`src/rtl/tap_pkg.sv`:
```
// Shared TAP definitions: controller state encodings, instruction codes and
// the IR capture pattern used by the tap_data_regs slice.
package tap_pkg;

  typedef enum logic [3:0] {
    TAP_EX2_DR   = 4'h0,
    TAP_EX1_DR   = 4'h1,
    TAP_SH_DR    = 4'h2,
    TAP_PAUSE_DR = 4'h3,
    TAP_SEL_IR   = 4'h4,
    TAP_UPD_DR   = 4'h5,
    TAP_CAP_DR   = 4'h6,
    TAP_SEL_DR   = 4'h7,
    TAP_EX2_IR   = 4'h8,
    TAP_EX1_IR   = 4'h9,
    TAP_SH_IR    = 4'hA,
    TAP_PAUSE_IR = 4'hB,
    TAP_RTI      = 4'hC,
    TAP_UPD_IR   = 4'hD,
    TAP_CAP_IR   = 4'hE,
    TAP_TLR      = 4'hF
  } tap_state_e;

  localparam logic [3:0] INSTR_IDCODE = 4'h1;
  localparam logic [3:0] INSTR_USER   = 4'h2;
  localparam logic [3:0] INSTR_BYPASS = 4'hF;
  localparam logic [3:0] IR_CAPTURE   = 4'b0101;

endpackage

```
`src/rtl/tap_shift_reg.sv`:
```
// Capture/shift register used for the IR and the wide data registers.
// Shifts right with tdi entering the MSB; capture has priority over shift.
module tap_shift_reg #(
  parameter int W = 4
) (
  input  logic         clk,
  input  logic         rst_n,
  input  logic         capture,
  input  logic         shift,
  input  logic [W-1:0] load_val,
  input  logic         tdi,
  output logic [W-1:0] q
);

  always_ff @(posedge clk or negedge rst_n) begin
    if (!rst_n) begin
      q <= '0;
    end else if (capture) begin
      q <= load_val;
    end else if (shift) begin
      q <= {tdi, q[W-1:1]};
    end
  end

endmodule

```
`src/rtl/tap_data_regs.sv`:
```
// JTAG instruction and data registers (IDCODE, BYPASS, optional USER) driven
// by an upstream TAP state. Define TAP_USER_DR_EN to build the USER register.
module tap_data_regs
  import tap_pkg::*;
#(
  parameter logic [31:0] IDCODE_VAL = 32'h1000_0A5B,
  parameter int          USER_W     = 8
) (
  input  logic              GCLK_Pad,
  input  logic              TRST_Pad,
  input  logic [3:0]        tap_state,
  input  logic              TDI_Pad,
  output logic              TDO_Pad,
  output logic              TDO_EN,
  output logic [3:0]        ir_out,
  output logic [USER_W-1:0] user_dr
);

  tap_state_e st;
  assign st = tap_state_e'(tap_state);

  logic cap_ir, sh_ir, upd_ir, cap_dr, sh_dr, upd_dr, tlr;
  assign cap_ir = (st == TAP_CAP_IR);
  assign sh_ir  = (st == TAP_SH_IR);
  assign upd_ir = (st == TAP_UPD_IR);
  assign cap_dr = (st == TAP_CAP_DR);
  assign sh_dr  = (st == TAP_SH_DR);
  assign upd_dr = (st == TAP_UPD_DR);
  assign tlr    = (st == TAP_TLR);

  // Decode from ir_out only, so a DR scan always uses the last updated IR.
  logic sel_idcode, sel_bypass;
  assign sel_idcode = (ir_out == INSTR_IDCODE);

  logic [3:0] ir_q;
  tap_shift_reg #(.W(4)) u_ir_sr (
    .clk      (GCLK_Pad),
    .rst_n    (TRST_Pad),
    .capture  (cap_ir),
    .shift    (sh_ir),
    .load_val (IR_CAPTURE),
    .tdi      (TDI_Pad),
    .q        (ir_q)
  );

  logic [31:0] idcode_q;
  tap_shift_reg #(.W(32)) u_idcode_sr (
    .clk      (GCLK_Pad),
    .rst_n    (TRST_Pad),
    .capture  (cap_dr && sel_idcode),
    .shift    (sh_dr && sel_idcode),
    .load_val (IDCODE_VAL),
    .tdi      (TDI_Pad),
    .q        (idcode_q)
  );

  // Only bit 0 of the IDCODE chain is ever observed.
  logic unused_idcode_bits;
  assign unused_idcode_bits = ^idcode_q[31:1];

  logic bypass_q;
  logic dr_bit0;

`ifdef TAP_USER_DR_EN
  logic              sel_user;
  logic [USER_W-1:0] user_q;
  assign sel_user   = (ir_out == INSTR_USER);
  assign sel_bypass = !sel_idcode && !sel_user;

  tap_shift_reg #(.W(USER_W)) u_user_sr (
    .clk      (GCLK_Pad),
    .rst_n    (TRST_Pad),
    .capture  (cap_dr && sel_user),
    .shift    (sh_dr && sel_user),
    .load_val (user_dr),
    .tdi      (TDI_Pad),
    .q        (user_q)
  );

  always_ff @(posedge GCLK_Pad or negedge TRST_Pad) begin
    if (!TRST_Pad) begin
      user_dr <= '0;
    end else if (upd_dr && sel_user) begin
      user_dr <= user_q;
    end
  end

  assign dr_bit0 = sel_idcode ? idcode_q[0] : (sel_user ? user_q[0] : bypass_q);
`else
  assign sel_bypass = !sel_idcode;
  assign user_dr    = '0;
  assign dr_bit0    = sel_idcode ? idcode_q[0] : bypass_q;
`endif

  always_ff @(posedge GCLK_Pad or negedge TRST_Pad) begin
    if (!TRST_Pad) begin
      bypass_q <= 1'b0;
    end else if (cap_dr && sel_bypass) begin
      bypass_q <= 1'b0;
    end else if (sh_dr && sel_bypass) begin
      bypass_q <= TDI_Pad;
    end
  end

  always_ff @(posedge GCLK_Pad or negedge TRST_Pad) begin
    if (!TRST_Pad) begin
      ir_out <= INSTR_IDCODE;
    end else if (tlr) begin
      ir_out <= INSTR_IDCODE;
    end else if (upd_ir) begin
      ir_out <= ir_q;
    end
  end

  // TDO_EN is a valid strobe qualifying TDO_Pad for exactly one cycle per
  // shift edge; there is no ready, the pad consumes every bit presented.
  always_ff @(posedge GCLK_Pad or negedge TRST_Pad) begin
    if (!TRST_Pad) begin
      TDO_Pad <= 1'b0;
      TDO_EN  <= 1'b0;
    end else if (sh_ir) begin
      TDO_Pad <= ir_q[0];
      TDO_EN  <= 1'b1;
    end else if (sh_dr) begin
      TDO_Pad <= dr_bit0;
      TDO_EN  <= 1'b1;
    end else begin
      TDO_Pad <= 1'b0;
      TDO_EN  <= 1'b0;
    end
  end

endmodule

```
`config.mk`:
```
export PLATFORM = sky130hd
export DESIGN_NAME = tap_data_regs
export DESIGN_NICKNAME = d
export VERILOG_FILES = /design/src/rtl/tap_pkg.sv /design/src/rtl/tap_shift_reg.sv /design/src/rtl/tap_data_regs.sv
export SDC_FILE = /design/constraint.sdc
export NUM_CORES = 1
export LEC_CHECK = 0
export ABC_AREA = 1
export CORE_ASPECT_RATIO = 0.9
export CORE_MARGIN = 2
export CORE_UTILIZATION = 40
export DETAILED_ROUTE_END_ITERATION = 8
export PLACE_DENSITY = 0.7
export SLEW_MARGIN = 40
export SYNTH_ARGS = -nofsm -noshare
export SYNTH_HDL_FRONTEND = slang
export SYNTH_SLANG_ARGS = --single-unit
```
`constraint.sdc`:
```
create_clock -name GCLK_Pad -period 1.6 [get_ports GCLK_Pad]
set_clock_uncertainty 0.2 [all_clocks]
set_input_delay 0.48 -clock GCLK_Pad [delete_from_list [all_inputs] [get_ports GCLK_Pad]]
set_output_delay 0.48 -clock GCLK_Pad [all_outputs]
set_load 0.05 [all_outputs]
```
==> flow_metrics.env, run 1 <==
export IMPL_drt_total_wl_um=5100
export IMPL_synth_seq_area_share_pct=53.1
export IMPL_final_nets=267
export IMPL_intPower_mw=1.96
export IMPL_gp_congestion=0.893
export IMPL_floorplan_die_width_um=79.1
export IMPL_finalWorstPathRequiredPeriod_ns=1.75
export IMPL_power_static_leakage_nw=1.42
export IMPL_netlist_top_cell_by_area="sky130_fd_sc_hd__dfrtp_1"
export IMPL_antenna_diode_count=0
export IMPL_most_common_layout_cells="sky130_fd_sc_hd__dfrtp_1, sky130_fd_sc_hd__nand2_1, sky130_fd_sc_hd__nand3_2, sky130_fd_sc_hd__nand4_1, sky130_fd_sc_hd__nand3_1"
export IMPL_ys_ff_latch=43
export IMPL_final_instance_count_excl_fill=325
export IMPL_cts_max_path_buffers=2
export IMPL_yosys_warnings=0
export IMPL_total_of_buffers_placed_on_input_and_output_ports=12
export IMPL_antenna_found_initial=0
export IMPL_largest_net_degree_at_the_start_of_global_routing=44
export IMPL_timing_final_hold_violations=0
export IMPL_route_detailed_wl_per_inst_um=15.7
export IMPL_outcome="finished, violations left"
export IMPL_postPlaceCellArea_mm2=0.00232
export IMPL_power_per_cell_area_mw_per_mm2=955
export IMPL_die_area_mm2=0.00566
export IMPL_synth_area_mm2=0.00203
export IMPL_fin_total_pwr_mw=2.79
export IMPL_synthesis_instances=219
export IMPL_slew_violations=0
export IMPL_post_place_cells=301
export IMPL_ctsHtreeMaxLevel=2
export IMPL_holdWs_ns=0.310
export IMPL_top_level_port_count=21
export IMPL_synth_fa_ha_area_share_pct=0
export IMPL_via_count=1732
export IMPL_setup_worst_path_start_class="register"
export IMPL_tritoncts_clock_tree="done"
export IMPL_yosys_area_share_xor_xnor_pct=0
export IMPL_finalCritPeriodShare_pct=109
export IMPL_muxShareOfSynthArea_pct=0
export IMPL_synth_simple_area_share_pct=32.1
export IMPL_row_count=24
export IMPL_endpoint_kind="primary output"
export IMPL_path_clk_slew_ns=0.08
export IMPL_grt_setup_unrepaired="true"
export IMPL_p_switching_uw=826
export IMPL_fp_coreArea_mm2=0.00486
export IMPL_timing_fmax_mhz=572
export IMPL_timing_hold_worst_class="reg2reg"
export IMPL_grtUsageTotal_pct=16.7
export IMPL_worst_setup_path_type="reg2out"
export IMPL_cts_sink_count=43
export IMPL_seq_power_share_pct=47.3
export IMPL_max_cap_viol_count=0
export IMPL_synth_compound_gate_area_share_pct=3.58
export IMPL_initial_core_utilization_pct=41.7
export IMPL_die_h_um=71.6
export IMPL_ctsRootBufferMaster="sky130_fd_sc_hd__clkbuf_8"
export IMPL_worstSkewPairLatency_ns=0.29
export IMPL_grt_first_pass_wirelength_um=7380
export IMPL_finalSetupViolations=3
export IMPL_dp_hpwl_um=2480
export IMPL_postLayoutSetupSlackWorst_ns=-0.149
export IMPL_switching_share_pct=29.6
export IMPL_drc=0
export IMPL_area_growth_pct=43.8
export IMPL_total_clock_buffers_created_by_cts=5
export IMPL_routed_via_density=5.33
export IMPL_dr_pass1_iters=4
export IMPL_top_cell_type_s_share_of_synthesized_area_pct=51.8
export IMPL_overflow=0
export IMPL_drive_gt1_share_pct=40.8
export IMPL_number_of_global_route_vias_before_repair=1573
export IMPL_max_ir_drop_vdd_mv=0.954
export IMPL_number_of_routed_nets_with_antenna_violations=0
export IMPL_power_share_clock_pct=28.9
export IMPL_utilization_pct=60.0
export IMPL_failing_checks="setup timing"
export IMPL_comb_power_share_pct=23.9
export IMPL_avgSynthCellArea_um2=9.27
export IMPL_critPathRequiredTime_ns=0.92
export IMPL_arrival_ns=1.07
export IMPL_leading_cell_type_in_the_layout_fill_and_taps_excluded="sky130_fd_sc_hd__dfrtp_1"
export IMPL_synth_top_cells_by_area="sky130_fd_sc_hd__dfrtp_1, sky130_fd_sc_hd__nand3_1, sky130_fd_sc_hd__nand2_1"
export IMPL_fin_area_mm2=0.00292
export IMPL_netlist_cell_type_count=22
export IMPL_detailedRoute_firstIterationViolations=158
export IMPL_worstPathMaxFanout=2
export IMPL_synth_top_family_by_area="simple AND/OR/NAND/NOR gates"
==> final cells by class <==
type,instances,area [um2]
clock buffers,6,72.6
clock inverters,1,30.0
fillers,395,1950
inverters,11,43.8
multi-input cells,156,1080
flip-flops and latches,43,1080
well taps,65,81.3
repair buffers,43,534
==> metal layers <==
layer	up-vias	wire length, um	track usage (%)
met5	-	0	0
met4	0	94	5.75
met3	9	104	3.40
met2	32	2580	25.9
met1	859	2330	23.6
li1	832	-	-
==> logic make-up (layout without fill, tap and decap cells) <==
kind of cell    Yosys count  after routing
flops                    43             43
compound gates           13             13
other cells               1              8
simple gates            129            135
buf+inv                  33             61
==> worst paths after layout <==
| check | slack, ns | cells past startpoint | to | from |
|---|---|---|---|---|
| hold reg to reg | 0.31 | 2 | u_idcode_sr.q[0] | u_idcode_sr.q[0] |
| hold / removal | 0.31 | 2 | u_idcode_sr.q[0] | u_idcode_sr.q[0] |
| min in group asynchronous | 0.48 | 3 | u_ir_sr.q[0] | TRST_Pad |
| max in group asynchronous | 0.45 | 3 | ir_out[0] | TRST_Pad |
| setup reg to reg | -0.01 | 9 | u_idcode_sr.q[13] | ir_out[1] |
| setup / recovery | -0.15 | 2 | ir_out[0] | ir_out[0] |
==> state kept, by name (all words and copies together) (netlist names) <==
signal / cells
u_idcode_sr.q: 32
TDO_EN: 1
u_ir_sr.q: 4
TDO_Pad: 1
ir_out: 4
bypass_q: 1
==> metrics by stage <==
step	setup TNS [ns]	setup WS (ns)
6_report	-0.200	-0.149
5_1_grt	-1.73	-0.187
4_1_cts	-0.183	-0.153
3_5_place_dp	-16.93	-0.450
3_3_place_gp	-16.11	-0.419
2_1_floorplan	-1.96	-0.0672
==> worst max-delay path, cell delays in order, from the launching register on <==
cell and delay (ns):
sky130_fd_sc_hd__dfstp_2 0.55, sky130_fd_sc_hd__buf_6 0.10, sky130_fd_sc_hd__buf_12 0.12
==> power groups by stage <==
stage / Sequential [mW] / Combinational, mW / Clock, mW
floorplan: 1.36 / 0.251 / 0
global placement: 1.30 / 0.526 / 0
detailed placement: 1.30 / 0.539 / 0
CTS: 1.29 / 0.564 / 0.812
global route: 1.33 / 0.713 / 0.858
finish: 1.32 / 0.666 / 0.805
==> synth_stat cells, drive strengths merged <==
cell type and number:
nand3 44, o21ai 2, conb 1, nor2 11, dfrtp 42, buf 22, a21oi 8, dfstp 1
nand2 49, nor3 1, o21a 1, o211ai 2, inv 11, nand4 24
==> timing repair <==
item,4_1_cts,5_1_grt
buffers inserted,7,3
resized for setup,13,62
cloned,4,4
pin swaps,2,15
setup endpoints to repair,42,33
hold buffers,1,0
endpoints found under the hold margin,42,0
Power figures use the tool's default switching activity.
==> run 2, diff against run 1 <==
- CORE_MARGIN: 2 -> unset
- CORE_UTILIZATION: 40 -> 58
- CTS_BUF_LIST: unset -> sky130_fd_sc_hd__clkbuf_4
- PLACE_DENSITY: 0.7 -> 0.91
==> run 2 against run 1 <==
The flow still finishes with violations (setup timing); wire length is 33% higher; utilization is 30 points higher; die area is 34% lower; maximum frequency is 3.5% lower; total power is 6.0% lower; global-route usage is 13 points higher; sequential power hardly changed; first-iteration DRC count is 41% higher; final area is 1.9% lower; clock power is 30% lower; sequential cell count stayed put; critical endpoint unchanged.
==> flow_metrics.env, run 2 (synthesis gave the netlist of run 1 again) <==
export IMPL_rr_worst_depth=8
export IMPL_top_level_port_count=21
export IMPL_most_common_layout_cells="sky130_fd_sc_hd__dfrtp_1, sky130_fd_sc_hd__nand2_1, sky130_fd_sc_hd__nand3_2, sky130_fd_sc_hd__nand4_1, sky130_fd_sc_hd__buf_4"
export IMPL_grt_first_pass_wirelength_um=7960
export IMPL_worst_hold_path_num_cells=2
export IMPL_antenna_found_initial=0
export IMPL_route_detailed_wl_per_inst_um=22.6
export IMPL_routed_via_density=6.71
export IMPL_leading_cell_type_in_the_layout_fill_and_taps_excluded="sky130_fd_sc_hd__dfrtp_1"
export IMPL_timing_hold_worst_class="reg2reg"
export IMPL_outcome="finished, violations left"
export IMPL_timing_critical_path_slowest_cell_delay_ns=0.55
export IMPL_largest_net_degree_at_the_start_of_global_routing=36
export IMPL_power_per_cell_area_mw_per_mm2=915
export IMPL_cp_num_buf_inv=2
export IMPL_failing_checks="setup timing"
export IMPL_tritoncts_clock_tree="done"
export IMPL_grtUsageTotal_pct=29.3
export IMPL_finalSetupViolations=40
export IMPL_number_of_global_route_vias_before_repair=1692
export IMPL_timing_critical_path_slowest_stage_cell="sky130_fd_sc_hd__dfstp_2"
export IMPL_die_h_um=58.1
export IMPL_max_cap_viol_count=0
export IMPL_layout_top_registers="u_idcode_sr.q (32), ir_out (4), u_ir_sr.q (4)"
export IMPL_holdWs_ns=0.308
export IMPL_row_count=19
export IMPL_total_of_buffers_placed_on_input_and_output_ports=12
export IMPL_dr_pass1_iters=5
export IMPL_post_place_cells=275
export IMPL_cts_sink_count=43
export IMPL_setup_worst_path_start_class="register"
export IMPL_grt_setup_unrepaired="true"
export IMPL_final_nets=264
export IMPL_overflow=0
export IMPL_largest_register_ff_count=32
export IMPL_cts_max_path_buffers=2
export IMPL_via_count=2014
export IMPL_detailedRoute_firstIterationViolations=223
export IMPL_timing_fmax_mhz=552
export IMPL_critPathRequiredTime_ns=0.92
export IMPL_path_clk_slew_ns=0.12
export IMPL_drive_gt1_share_pct=42.6
export IMPL_timing_final_hold_violations=0
export IMPL_final_instance_count_excl_fill=300
export IMPL_slew_violations=0
export IMPL_postLayoutSetupSlackWorst_ns=-0.212
export IMPL_max_ir_drop_vdd_mv=0.744
export IMPL_registers_top_by_ff_count="u_idcode_sr.q"
export IMPL_drc=0
export IMPL_total_clock_buffers_created_by_cts=5
export IMPL_initial_core_utilization_pct=63.7
export IMPL_finalWorstPathRequiredPeriod_ns=1.81
export IMPL_number_of_routed_nets_with_antenna_violations=0
export IMPL_worst_setup_path_type="reg2out"
export IMPL_die_area_mm2=0.00374
export IMPL_cpLargestDelayFamily="flip-flops"
export IMPL_dp_hpwl_um=2590
export IMPL_gp_congestion=0.886
export IMPL_crit_path_cell_trace="buf_6, buf_12"
export IMPL_ctsHtreeMaxLevel=2
export IMPL_area_growth_pct=41.1
export IMPL_endpoint_kind="primary output"
export IMPL_fill_cells=117
export IMPL_antenna_diode_count=0
export IMPL_drt_total_wl_um=6790
export IMPL_worstSkewPairLatency_ns=0.36
export IMPL_floorplan_die_width_um=64.4
export IMPL_finalCritPeriodShare_pct=113
export IMPL_worstPathMaxFanout=2
export IMPL_power_static_leakage_nw=1.40
export IMPL_cp_depth=2
export IMPL_fp_coreArea_mm2=0.00319
export IMPL_arrival_ns=1.13
export IMPL_ctsRootBufferMaster="sky130_fd_sc_hd__clkbuf_4"
[run 2: what timing repair did]
| item | 4_1_cts | 5_1_grt |
|---|---|---|
| hold buffers | 1 | 0 |
| cloned | 3 | 4 |
| endpoints found under the setup margin | 39 | 44 |
| gates resized for setup | 10 | 70 |
| pin swaps | 4 | 25 |
| hold endpoints to repair | 7 | 0 |
| setup buffers | 8 | 4 |
[run 2: path summary, 6_finish.rpt]
path	slack [ns]	end	from
max in group asynchronous	0.41	u_idcode_sr.q[12]	TRST_Pad
max reg2reg	-0.19	u_idcode_sr.q[28]	ir_out[0]
min reg2reg	0.31	u_idcode_sr.q[9]	u_idcode_sr.q[9]
max	-0.21	ir_out[0]	ir_out[0]
min in group asynchronous	0.33	TDO_EN	TRST_Pad
min	0.31	u_idcode_sr.q[9]	u_idcode_sr.q[9]
[run 2: final cells by class]
| class | instances | area, um2 | share of cell area [%] |
|---|---|---|---|
| Multi-Input combinational cell | 156 | 1120 | 39.1 |
| Timing Repair Buffer | 40 | 508 | 17.7 |
| Sequential cell | 43 | 1080 | 37.7 |
| Tap cell | 42 | 52.6 | 1.83 |
| Inverter | 11 | 43.8 | 1.53 |
| Clock buffer | 8 | 60.1 | 2.10 |
[run 2: where the power goes]
part           switching, mW  leakage, nW  internal [mW]
logic                  0.418        0.791          0.299
registers              0.128        0.572           1.21
clock network          0.340       0.0368          0.226
[run 2: per-layer routing]
metal | wire length [um] | vias up | GRT usage [%]
met5 | 0 | - | 0
met4 | 271 | 0 | 14.9
met3 | 714 | 35 | 4.72
met2 | 3280 | 174 | 49.0
met1 | 2520 | 980 | 37.3
li1 | - | 825 | -
[run 2: worst reg2reg max path: cells and delay by family, from the launching register on]
| family | cells | cell delay, ns |
|---|---|---|
| AND/OR/NAND/NOR | 5 | 0.54 |
| buffers and inverters | 3 | 0.38 |
| flip-flops | 1 | 0.55 |
[run 2: metrics by stage]
step	TNS [ns]	instance area (um2)	power, mW	utilization (%)	setup slack [ns]
finish	-4.71	2860	2.62	89.9	-0.212
global route	-6.26	2860	2.71	89.9	-0.248
CTS	-0.332	2480	2.42	77.7	-0.211
detailed placement	-18.08	2270	1.83	71.3	-0.482
global placement	-17.33	2270	1.81	71.3	-0.446
floorplan	-1.96	2060	1.61	-	-0.0672
==> run 3, diff against run 2 <==
- CORE_UTILIZATION: 58 -> 59
- PLACE_DENSITY: 0.91 -> 0.92
- SYNTH_HIERARCHICAL: unset -> 1
==> run 3 against run 2 <==
The flow now stops in 5_1_grt; synthesized cell count grew 18%; synthesized area grew 6.0%.
==> flow_metrics.env, run 3 <==
export IMPL_cts_sink_count=43
export IMPL_outcome="stopped before the end"
export IMPL_synth_edf_count=0
export IMPL_stop_stage="5_1_grt"
export IMPL_synth_most_common_cell="sky130_fd_sc_hd__nand2_1"
export IMPL_largest_net_degree_at_the_start_of_global_routing=37
export IMPL_cts_max_path_buffers=2
export IMPL_total_clock_buffers_created_by_cts=5
export IMPL_synth_area_mm2=0.00215
export IMPL_initial_core_utilization_pct=62.7
export IMPL_top_cell_type_s_share_of_synthesized_area_pct=48.9
export IMPL_top_level_port_count=21
export IMPL_ctsHtreeMaxLevel=2
export IMPL_netlist_top_cell_by_area="sky130_fd_sc_hd__dfrtp_1"
export IMPL_ys_ff_latch=43
export IMPL_worst_ep_kind="sequential cell input"
export IMPL_synthesis_instances=258
export IMPL_post_place_cells=361
export IMPL_synth_seq_area_share_pct=50.1
export IMPL_dp_hpwl_um=3390
export IMPL_synth_top_cells_by_area="sky130_fd_sc_hd__dfrtp_1, sky130_fd_sc_hd__nand3_1, sky130_fd_sc_hd__nand2_1"
export IMPL_ctsRootBufferMaster="sky130_fd_sc_hd__clkbuf_4"
export IMPL_synth_commonest_cells="sky130_fd_sc_hd__nand2_1, sky130_fd_sc_hd__nand3_1, sky130_fd_sc_hd__dfrtp_1"
export IMPL_postSynth_asyncResetShare_pct=100
export IMPL_floorplan_die_width_um=65.6
export IMPL_repair_timing_grt_worst_ep="u_idcode_sr/q[29]$_DFFE_PN0P_/D"
export IMPL_gp_congestion=0.841
export IMPL_avgSynthCellArea_um2=8.34
export IMPL_die_h_um=59.3
export IMPL_firstError="[ERROR DPL-0038] Utilization greater than 100%, impossible to legalize"
export IMPL_postSynth_topFlopCell="sky130_fd_sc_hd__dfrtp_1"
export IMPL_total_of_buffers_placed_on_input_and_output_ports=12
export IMPL_yosys_warnings=6
export IMPL_row_count=20
export IMPL_netlist_cell_type_count=20
[run 3: cell types whose count changed after synthesis, sizes merged]
| cell | delta |
|---|---|
| o21ai | -2 |
| nor3 | +4 |
| nand3 | +33 |
| nor2 | -2 |
| conb | +1 |
| nand2 | +32 |
| o211ai | -2 |
| nand4 | -24 |
| o21a | -1 |
[run 3: logic make-up after synthesis]
logic type / count (synthesis) / synth area share, %
AND/OR/NAND/NOR: 172 / 37.1
flip-flops: 43 / 50.1
buffers and inverters: 33 / 10.5
AO/OA/AOI/OAI: 8 / 2.04
other: 2 / 0.349
[run 3: repair_timing]
action,4_1_cts
gates cloned,4
setup endpoints to repair,43
hold endpoints to repair,7
pin swaps,11
gates resized for setup,62
setup buffers,15
hold buffers,1
[run 3: stage by stage]
stage	setup slack [ns]	area (um2)
3_3_place_gp	-0.530	2620
2_1_floorplan	-0.248	2320
3_5_place_dp	-0.603	2620
4_1_cts	-0.247	3180
==> run 4, diff against run 3 <==
- CORE_ASPECT_RATIO: 0.9 -> unset
- CORE_UTILIZATION: 59 -> 40
- CTS_BUF_LIST: sky130_fd_sc_hd__clkbuf_4 -> unset
- PLACE_DENSITY: 0.92 -> unset
- PLACE_DENSITY_LB_ADDON: unset -> 0.15
==> run 4 against run 3 <==
Synthesized area unchanged; synthesized cell count unchanged; the flow now finishes, with violations (setup timing).
==> flow_metrics.env, run 4 <==
export IMPL_row_count=26
export IMPL_synth_compound_gate_area_share_pct=2.04
export IMPL_muxShareOfSynthArea_pct=0
export IMPL_worst_setup_path_type="reg2out"
export IMPL_ys_ff_latch=43
export IMPL_grt_first_pass_wirelength_um=7400
export IMPL_postLayoutSetupSlackWorst_ns=-0.159
export IMPL_antenna_diode_count=0
export IMPL_cts_sink_count=43
export IMPL_synth_commonest_cells="sky130_fd_sc_hd__nand2_1, sky130_fd_sc_hd__nand3_1, sky130_fd_sc_hd__dfrtp_1"
export IMPL_cts_max_path_buffers=2
export IMPL_number_of_routed_nets_with_antenna_violations=0
export IMPL_synth_fa_ha_area_share_pct=0
export IMPL_netlist_top_cell_by_area="sky130_fd_sc_hd__dfrtp_1"
export IMPL_via_count=1810
export IMPL_endpoint="ir_out[0]"
export IMPL_yosys_warnings=6
export IMPL_gp_congestion=0.738
export IMPL_tns_setup_ns=-2.63
export IMPL_worstSkewPairLatency_ns=0.29
export IMPL_netlist_cell_type_count=20
export IMPL_endpoint_of_the_worst_register_to_register_path="u_idcode_sr/q[14]"
export IMPL_failing_checks="setup timing"
export IMPL_synth_most_common_cell="sky130_fd_sc_hd__nand2_1"
export IMPL_reg2reg_setup_slack_ns=-0.11
export IMPL_path_clk_slew_ns=0.08
export IMPL_synth_seq_area_share_pct=50.1
export IMPL_synth_simple_area_share_pct=37.1
export IMPL_post_place_cells=389
export IMPL_outcome="finished, violations left"
export IMPL_overflow=0
export IMPL_power_per_cell_area_mw_per_mm2=1040
export IMPL_grt_util_met1_pct=22.8
export IMPL_floorplan_die_width_um=75.3
export IMPL_worstPathMaxFanout=2
export IMPL_max_ir_drop_vdd_mv=0.599
export IMPL_timing_fmax_mhz=569
export IMPL_top_cell_type_s_share_of_synthesized_area_pct=48.9
export IMPL_postSynth_asyncResetShare_pct=100
export IMPL_total_clock_buffers_created_by_cts=5
export IMPL_leading_cell_type_in_the_layout_fill_and_taps_excluded="sky130_fd_sc_hd__nand2_1"
export IMPL_ctsHtreeMaxLevel=2
export IMPL_setup_worst_path_start_class="register"
export IMPL_timing_hold_worst_class="reg2reg"
export IMPL_finalWorstPathRequiredPeriod_ns=1.76
export IMPL_drc=0
export IMPL_die_h_um=75.3
export IMPL_fp_coreArea_mm2=0.00514
export IMPL_grt_busiest_layer="met2"
export IMPL_dp_hpwl_um=2830
export IMPL_drt_total_wl_um=4490
export IMPL_holdWs_ns=0.286
export IMPL_synthesis_instances=258
export IMPL_synth_top_family_by_area="simple AND/OR/NAND/NOR gates"
export IMPL_fin_total_pwr_mw=3.15
export IMPL_critPathRequiredTime_ns=0.92
export IMPL_arrival_ns=1.08
export IMPL_grt_setup_unrepaired="true"
export IMPL_registers_top_by_ff_count="u_idcode_sr/q"
export IMPL_synth_area_mm2=0.00215
export IMPL_power_static_leakage_nw=1.58
export IMPL_route_detailed_wl_per_inst_um=11.1
export IMPL_total_of_buffers_placed_on_input_and_output_ports=12
export IMPL_detailedRoute_firstIterationViolations=86
export IMPL_most_common_layout_cells="sky130_fd_sc_hd__nand2_1, sky130_fd_sc_hd__nand3_1, sky130_fd_sc_hd__conb_1, sky130_fd_sc_hd__dfrtp_1, sky130_fd_sc_hd__buf_4"
export IMPL_yosys_area_share_xor_xnor_pct=0
export IMPL_use_met2_pct=28.3
export IMPL_area_growth_pct=41.0
export IMPL_groute_layer_met3_usage_pct=4.76
export IMPL_drive_gt1_share_pct=29.3
export IMPL_antenna_found_initial=0
export IMPL_fill_cells=489
export IMPL_ctsRootBufferMaster="sky130_fd_sc_hd__clkbuf_8"
export IMPL_synth_top_cells_by_area="sky130_fd_sc_hd__dfrtp_1, sky130_fd_sc_hd__nand3_1, sky130_fd_sc_hd__nand2_1"
export IMPL_final_instance_count_excl_fill=404
export IMPL_postPlaceCellArea_mm2=0.00268
export IMPL_dr_pass1_iters=4
export IMPL_top_level_port_count=21
export IMPL_timing_critical_path_from="ir_out[0]"
export IMPL_grtUsageTotal_pct=17.3
export IMPL_largest_net_degree_at_the_start_of_global_routing=44
export IMPL_slew_violations=0
export IMPL_endpoint_kind="primary output"
export IMPL_rr_worst_depth=9
export IMPL_number_of_global_route_vias_before_repair=1601
export IMPL_worstReg2RegStart="ir_out[0]"
export IMPL_min_from="u_idcode_sr/q[24]"
export IMPL_max_cap_viol_count=0
export IMPL_utilization_pct=59.0
export IMPL_finalCritPeriodShare_pct=110
export IMPL_timing_final_hold_violations=0
export IMPL_tritoncts_clock_tree="done"
export IMPL_largest_register_ff_count=32
export IMPL_fin_area_mm2=0.00303
export IMPL_finalSetupViolations=36
export IMPL_dp_worst_setup_slack_ns=-0.615
export IMPL_postSynth_topFlopCell="sky130_fd_sc_hd__dfrtp_1"
export IMPL_final_nets=340
export IMPL_layout_top_registers="u_idcode_sr/q (32), ir_out (4), u_ir_sr/q (4)"
export IMPL_routed_via_density=4.48
export IMPL_synth_edf_count=0
export IMPL_avgSynthCellArea_um2=8.34
export IMPL_initial_core_utilization_pct=41.8
export IMPL_die_area_mm2=0.00567
==> run 4: cell counts after synthesis <==
Identical to the previous run, type by type.
==> run 4: routing by layer <==
layer,up-vias,wire [um]
met5,-,0
met4,0,53
met3,5,112
met2,16,2200
met1,845,2120
li1,944,-
==> run 4: worst max-delay path: stages (launching register included) <==
cell and delay (ns):
sky130_fd_sc_hd__dfstp_2 0.54, sky130_fd_sc_hd__buf_4 0.12, sky130_fd_sc_hd__buf_12 0.13
==> run 4: worst min-delay path by stage <==
stage	slack (ns)	end	cells past startpoint
2_1_floorplan	-0.02	TDO_EN	0
5_1_grt	0.31	u_idcode_sr/q[6]	2
4_1_cts	0.29	u_idcode_sr/q[16]	2
3_3_place_gp	0.27	u_idcode_sr/q[24]	2
3_5_place_dp	0.27	u_idcode_sr/q[16]	2
6_report	0.29	u_idcode_sr/q[24]	2
==> run 4: logic make-up after synthesis <==
logic type,after synthesis
compound gates,8
other cells,2
buf+inv,33
simple gates,172
flops,43
==> run 4: layout make-up <==
| class | instances | area, um2 | area share, % |
|---|---|---|---|
| multi-input cells | 224 | 1160 | 38.3 |
| flip-flops and latches | 43 | 1080 | 35.5 |
| repair buffers | 48 | 541 | 17.8 |
| well taps | 70 | 87.6 | 2.89 |
| clock buffers | 6 | 82.6 | 2.72 |
| inverters | 11 | 46.3 | 1.53 |
| clock inverters | 2 | 35.0 | 1.16 |
==> run 4: report_power, final <==
group	internal [mW]	switching (mW)	leakage (nW)	total [mW]
Combinational	0.355	0.407	0.955	0.762
Sequential	1.35	0.177	0.567	1.53
Clock	0.505	0.359	0.0612	0.864
Total	2.21	0.943	1.58	3.15
==> run 4: repair_timing <==
item	4_1_cts	5_1_grt
hold buffers	1	0
setup buffers	7	0
pin swaps	2	2
setup endpoints to repair	41	38
hold endpoints to repair	42	0
resized for setup	21	26
gates cloned	0	1
